`src/rtl/seg7_scan_ctrl_pkg.sv`:
```
// rtl/seg7_scan_ctrl_pkg.sv - register map, CTRL field positions and scan FSM states
package seg7_scan_ctrl_pkg;

   localparam logic [31:0] CTRL_OFS   = 32'd0;
   localparam logic [31:0] PERIOD_OFS = 32'd1;

   localparam int SCAN_EN_BIT = 0;
   localparam int BRIGHT_LSB  = 4;
   localparam int MASK_LSB    = 8;

   localparam logic [3:0] LAST_SLOT = 4'd15;

   typedef enum logic [1:0] {
      ST_IDLE  = 2'd0,
      ST_GUARD = 2'd1,
      ST_ON    = 2'd2,
      ST_OFF   = 2'd3
   } scan_state_t;

endpackage

```
`src/rtl/seg7_scan_ctrl_prescale.sv`:
```
// rtl/seg7_scan_ctrl_prescale.sv - slot prescaler: down-counter, strobe at zero, reload on strobe or restart
module seg7_scan_ctrl_prescale #(
   parameter int PWIDTH  = 16,
   parameter int RST_VAL = 1023
) (
   input  logic              clk,
   input  logic              reset,
   input  logic              restart,
   input  logic [PWIDTH-1:0] period,
   output logic              strobe
);

   logic [PWIDTH-1:0] cnt_q, cnt_d;

   // Restart reloads the full period so the first slot after enabling is as long as any other.
   always_comb begin
      cnt_d = cnt_q - 1'b1;
      if (restart || cnt_q == '0) cnt_d = period;
   end

   assign strobe = (cnt_q == '0) && !restart;

   always_ff @(posedge clk) begin
      if (reset) cnt_q <= PWIDTH'(RST_VAL);
      else       cnt_q <= cnt_d;
   end

endmodule

```
`src/rtl/seg7_scan_ctrl.sv`:
```
// rtl/seg7_scan_ctrl.sv - multiplexed 7-segment scan scheduler with guard slot and PWM brightness
module seg7_scan_ctrl
   import seg7_scan_ctrl_pkg::*;
#(
   parameter logic [31:0] BASE       = 32'h20,
   parameter int          NDIGITS    = 4,
   parameter int          PWIDTH     = 16,
   parameter int          PERIOD_RST = 1023
) (
   input  logic               clk,
   input  logic               reset,
   input  logic               enable,
   input  logic               rw,
   input  logic [31:0]        addr,
   input  logic [31:0]        data,
   output logic [NDIGITS-1:0] an,
   output logic [2:0]         digit,
   output logic               blank,
   output logic               tick
);

   logic               scan_en_q, scan_en_d;
   logic [3:0]         bright_q, bright_d;
   logic [NDIGITS-1:0] mask_q, mask_d;
   logic [PWIDTH-1:0]  period_q, period_d;
   scan_state_t        state_q, state_d;
   logic [3:0]         slot_q, slot_d;
   logic [2:0]         digit_q, digit_d;
   logic [NDIGITS-1:0] an_q, an_d;
   logic               blank_q, blank_d;
   logic               tick_q, tick_d;
   logic               wr, restart, strobe;
   logic               unused_data;

   assign unused_data = ^data;
   assign wr          = enable && rw;
   assign restart     = (state_q == ST_IDLE) || !scan_en_q;

   seg7_scan_ctrl_prescale #(
      .PWIDTH  (PWIDTH),
      .RST_VAL (PERIOD_RST)
   ) u_prescale (
      .clk     (clk),
      .reset   (reset),
      .restart (restart),
      .period  (period_q),
      .strobe  (strobe)
   );

   always_comb begin
      scan_en_d = scan_en_q;
      bright_d  = bright_q;
      mask_d    = mask_q;
      period_d  = period_q;
      if (wr && addr == BASE + CTRL_OFS) begin
         scan_en_d = data[SCAN_EN_BIT];
         bright_d  = data[BRIGHT_LSB +: 4];
         mask_d    = data[MASK_LSB +: NDIGITS];
      end
      if (wr && addr == BASE + PERIOD_OFS) period_d = data[PWIDTH-1:0];
   end

   always_comb begin
      state_d = state_q;
      slot_d  = slot_q;
      digit_d = digit_q;
      tick_d  = 1'b0;
      if (!scan_en_q) begin
         state_d = ST_IDLE;
         slot_d  = 4'd0;
         digit_d = 3'd0;
      end else if (state_q == ST_IDLE) begin
         state_d = ST_GUARD;
         slot_d  = 4'd0;
         digit_d = 3'd0;
      end else begin
         if (strobe) slot_d = slot_q + 4'd1;
         if (strobe && slot_q == LAST_SLOT) begin
            state_d = ST_GUARD;
            digit_d = (digit_q == 3'(NDIGITS - 1)) ? 3'd0 : digit_q + 3'd1;
            tick_d  = 1'b1;
         end else begin
            case (state_q)
               ST_GUARD: if (strobe) state_d = (bright_q != 4'd0) ? ST_ON : ST_OFF;
               // bright is compared live so lowering it mid-frame cuts the lit period short.
               ST_ON: if (slot_q > bright_q || (strobe && slot_q == bright_q)) state_d = ST_OFF;
               default: ;
            endcase
         end
      end
   end

   always_comb begin
      an_d = '1;
      for (int i = 0; i < NDIGITS; i++)
         an_d[i] = !(state_d == ST_ON && digit_d == 3'(i) && mask_q[i]);
      blank_d = &an_d;
   end

   always_ff @(posedge clk) begin
      if (reset) begin
         scan_en_q <= 1'b1;
         bright_q  <= 4'd15;
         mask_q    <= '1;
         period_q  <= PWIDTH'(PERIOD_RST);
         state_q   <= ST_IDLE;
         slot_q    <= 4'd0;
         digit_q   <= 3'd0;
         an_q      <= '1;
         blank_q   <= 1'b1;
         tick_q    <= 1'b0;
      end else begin
         scan_en_q <= scan_en_d;
         bright_q  <= bright_d;
         mask_q    <= mask_d;
         period_q  <= period_d;
         state_q   <= state_d;
         slot_q    <= slot_d;
         digit_q   <= digit_d;
         an_q      <= an_d;
         blank_q   <= blank_d;
         tick_q    <= tick_d;
      end
   end

   assign an    = an_q;
   assign digit = digit_q;
   assign blank = blank_q;
   assign tick  = tick_q;

endmodule
```
`config.mk`:
```
export PLATFORM = sky130hd
export DESIGN_NAME = seg7_scan_ctrl
export DESIGN_NICKNAME = d
export VERILOG_FILES = /design/src/rtl/seg7_scan_ctrl_pkg.sv /design/src/rtl/seg7_scan_ctrl_prescale.sv /design/src/rtl/seg7_scan_ctrl.sv
export SDC_FILE = /design/constraint.sdc
export NUM_CORES = 1
export LEC_CHECK = 0
export BUFFER_PORTS_ARGS = -buffer_cell sky130_fd_sc_hd__buf_2
export CORE_UTILIZATION = 25
export CTS_BUF_LIST = sky130_fd_sc_hd__clkbuf_8
export CTS_CLUSTER_DIAMETER = 40
export DETAILED_ROUTE_END_ITERATION = 10
export MAX_ROUTING_LAYER = met4
export PLACE_DENSITY_LB_ADDON = 0.05
export SLEW_MARGIN = 20
export SYNTH_ARGS = -nofsm -noshare
export SYNTH_HDL_FRONTEND = slang
export SYNTH_HIERARCHICAL = 1
export SYNTH_SLANG_ARGS = --single-unit
export TNS_END_PERCENT = 10
```
`constraint.sdc`:
```
create_clock -name clk -period 4.2 [get_ports clk]
set_clock_uncertainty 0.2 [all_clocks]
set_input_delay 0 -clock clk [delete_from_list [all_inputs] [get_ports clk]]
set_output_delay 0 -clock clk [all_outputs]
set_load 0.05 [all_outputs]
```
==> metrics.csv <==
stage,metric,value,unit
synthesis,syn_area,2840,um2
clocking,htree_levels,2,
placement,portBuffers,60,
timing,setup_violations,0,
timing,maxSlewHeadroom,44.2,%
grt,grt_max_degree,22,
pwr,internal_power,718,uW
worst_hold_path,hp-start,addr[15],
routing,ant_nets,0,
job,maxCapViolations,0,
routing,drc,0,
synthesis,ys_async_sr_fraction,0,%
final_layout,multi_input_area,1610,um2
clocking,cts_sinks,56,
timing,rsz0062_at_grt,false,
floorplan,core_region_area,10900,um2
critical_path,cp-start-kind,flop,
final_layout,num_antenna_cells,0,
clocking,clk_latency,0.31,ns
floorplan,die_w,109,um
synthesis,syn_area_per_cell,9.84,um2
pwr,power,981,uW
clocking,cts_max_path_buffers,2,
critical_path,endpoint_kind,flop,
synthesis,synth_top_area_cell,dfxtp_1,
placement,pre_cts_slack,0.879,ns
critical_path,cp.arrival,3.42,ns
clocking,root_buffer,clkbuf_8,
timing,fin_crit_sh,80.6,%
synthesis,yosys_register_bits,56,
critical_path,cp.required,4.23,ns
floorplan,initial_core_util,26.0,%
final_layout,drive_gt1_share,25.3,%
final_layout,fin_util,33.1,%
pwr,power_density,271,nW/um2
timing,hold_violations,0,
placement,gp_congestion,0.753,
pwr,netSwitchingFraction,26.9,%
timing,setup_tns,0,ns
placement,dp_hpwl,5110,um
synthesis,synth.area.top_cells,"dfxtp_1 (39%), mux2i_1 (8.1%), nor4_4 (5.2%)",
timing,final_max_slew_viol_count,0,
routing,vias,2343,
critical_path,crit_type,flop to flop,
synthesis,ys.flop_type,dfxtp_1,
pwr,p_leak,0.00140,uW
critical_path,worstReg2RegStart,u_prescale/cnt_q[0],
timing,whs,0.0111,ns
grt,grt_pass1_wl,12000,um
critical_path,path_max_fanout,9,
pwr,power_frac_comb,11.8,%
routing,wl_per_cell,13.5,um
timing,setup_ws,0.816,ns
floorplan,io_pins,77,
status,status,"finished, final reports clean",
clocking,numCtsBuffers,5,
clocking,cts_tree,done,
floorplan,die_area,11800,um2
routing,dr.first_iter.drc_count,70,
timing,fmax,0.296,GHz
critical_path,critPathLaunch,u_prescale/cnt_q[0],
final_layout,regArea,1120,um2
pwr,clock_power_share,31.6,%
routing,drt-total-wl,6940,um
floorplan,fp-row-count,38,
synthesis,syn_inst,289,
routing,dr.pass1.iters,4,
synthesis,ys_types,51,
clocking,clk_pin_slew,0.11,ns
grt,grt_overflow,0,
final_layout,fillers,1156,
final_layout,area_growth,27.5,%
synthesis,yosys_warnings,6,
routing,vias_per_cell,4.54,
synthesis,synth_edf_count,0,
worst_hold_path,hp-class,input port to flop,
grt,antenna_found_initial,0,
pwr,peakVddDrop,0.132,mV
floorplan,dieHeight,109,um
timing,worst_pin_slew,0.831,ns
synthesis,synth_nets,368,
synthesis,seq_area_frac_synth,39.4,%
clocking,cts_resized,0,
final_layout,nNetsFinal,454,
synthesis,synth_top_area_share,39.4,%
pwr,p_sw,264,uW
grt,grt_pass1_vias,2393,
pwr,seqPwrFrac,56.6,%
grt,track_usage,13.3,%
timing,period_needed,3.38,ns
==> through the flow <==
stage,cells,instance area [um2]
6_report,516,3620
5_1_grt,516,3620
4_1_cts,516,3620
3_5_place_dp,484,3290
3_3_place_gp,484,3290
2_1_floorplan,289,2840
==> registers in the layout, summed over array words and instances, names as in the netlist <==
name / cells
scan_en_q: 1
state_q: 2
blank: 1
tick: 1
bright_q: 4
an: 4
slot_q: 4
u_prescale/cnt_q: 16
mask_q: 4
period_q: 16
digit: 3
==> what timing repair did <==
action                                 in CTS  in global routing
endpoints found under the hold margin      35                  0
setup buffers                               0                  0
hold buffers                               24                  0
==> Yosys cell counts (2+ instances only) <==
library cell,n
dfxtp_1,56
a22oi_1,2
xor2_1,12
nor2_1,25
nor4_1,3
a21oi_1,10
clkbuf_1,5
mux2i_1,23
xnor2_1,3
nand4_1,10
and2_1,2
nor4b_4,2
nand3b_1,2
ha_1,11
nand4b_1,2
nand3_1,5
nor4_4,7
inv_1,16
nand2b_1,2
nor3_1,3
o211ai_1,15
o21ai_0,9
and4_1,3
nor2b_1,2
nor4_2,2
a211oi_1,5
nand2_1,27
buf_2,2
==> area by class of cell <==
type	instances	share of cell area, %
clock inverter	3	0.587
timing repair buffer	88	15.7
sequential	56	30.9
inverter	16	1.66
clock buffer	5	1.90
multi-input combinational	208	44.3
tap	140	4.83
==> power groups by stage <==
stage                     Clock [uW]  Combinational (uW)  Sequential, uW
after global routing             345                 130             558
after CTS                        331                 118             556
after global placement             0                 104             568
final                            310                 116             555
after floorplan                    0                57.3             565
after detailed placement           0                 103             568
==> path summary, 6_finish.rpt <==
kind | end | slack, ns | cells past startpoint
max | blank | 0.82 | 11
min | bright_q[2] | 0.01 | 6
max reg2reg | blank | 0.82 | 11
min reg2reg | an[2] | 0.22 | 1
==> worst max-delay path, stage by stage (launching register included) <==
cell and delay (ns):
dfxtp_1 0.38, inv_1 0.08, ha_1 0.18, nor3b_4 0.18, buf_4 0.19, nand4_1 0.36
nor2_1 0.37, nand4_1 0.23, nor3b_1 0.35, o21a_1 0.26, mux2_2 0.35, o211ai_1 0.17
==> kinds of logic after synthesis <==
kind of cell | share of synthesized area [%]
AO/OA/AOI/OAI | 12.6
XOR/XNOR | 4.62
adder cells (fa/ha/maj) | 4.84
buffers and inverters | 4.05
flip-flops | 39.4
multiplexers | 8.49
AND/OR/NAND/NOR | 26.0
==> per-layer routing <==
metal,part of all wire [%],wire length (um),global-route usage [%]
met4,0.69,48,3.19
met2,49,3400,21.7
met1,48,3350,17.3
met3,2.0,138,1.97
met5,0,0,-
==> cell usage in the layout, fill, tap and decap left out, drive strengths merged, types with 2 or more instances in the layout <==
cell,synthesis,final
nand2,28,28
a21oi,10,10
nor4,12,12
a2111oi,2,2
nand4,11,11
nand3,6,6
and2,2,2
nor4b,3,3
dfxtp,56,56
nand2b,2,2
xor2,12,12
nor2b,2,2
mux2i,23,23
o211ai,15,15
nor2,26,26
xnor2,3,3
nand4b,2,2
a22oi,2,2
nand3b,2,2
o21ai,10,10
a211oi,6,6
and4,3,3
clkbuf,5,5
dlygate4sd3,0,24
nor3b,2,2
inv,16,17
buf,4,64
ha,11,11
nor3,4,4
Power figures use the tool's default switching activity.
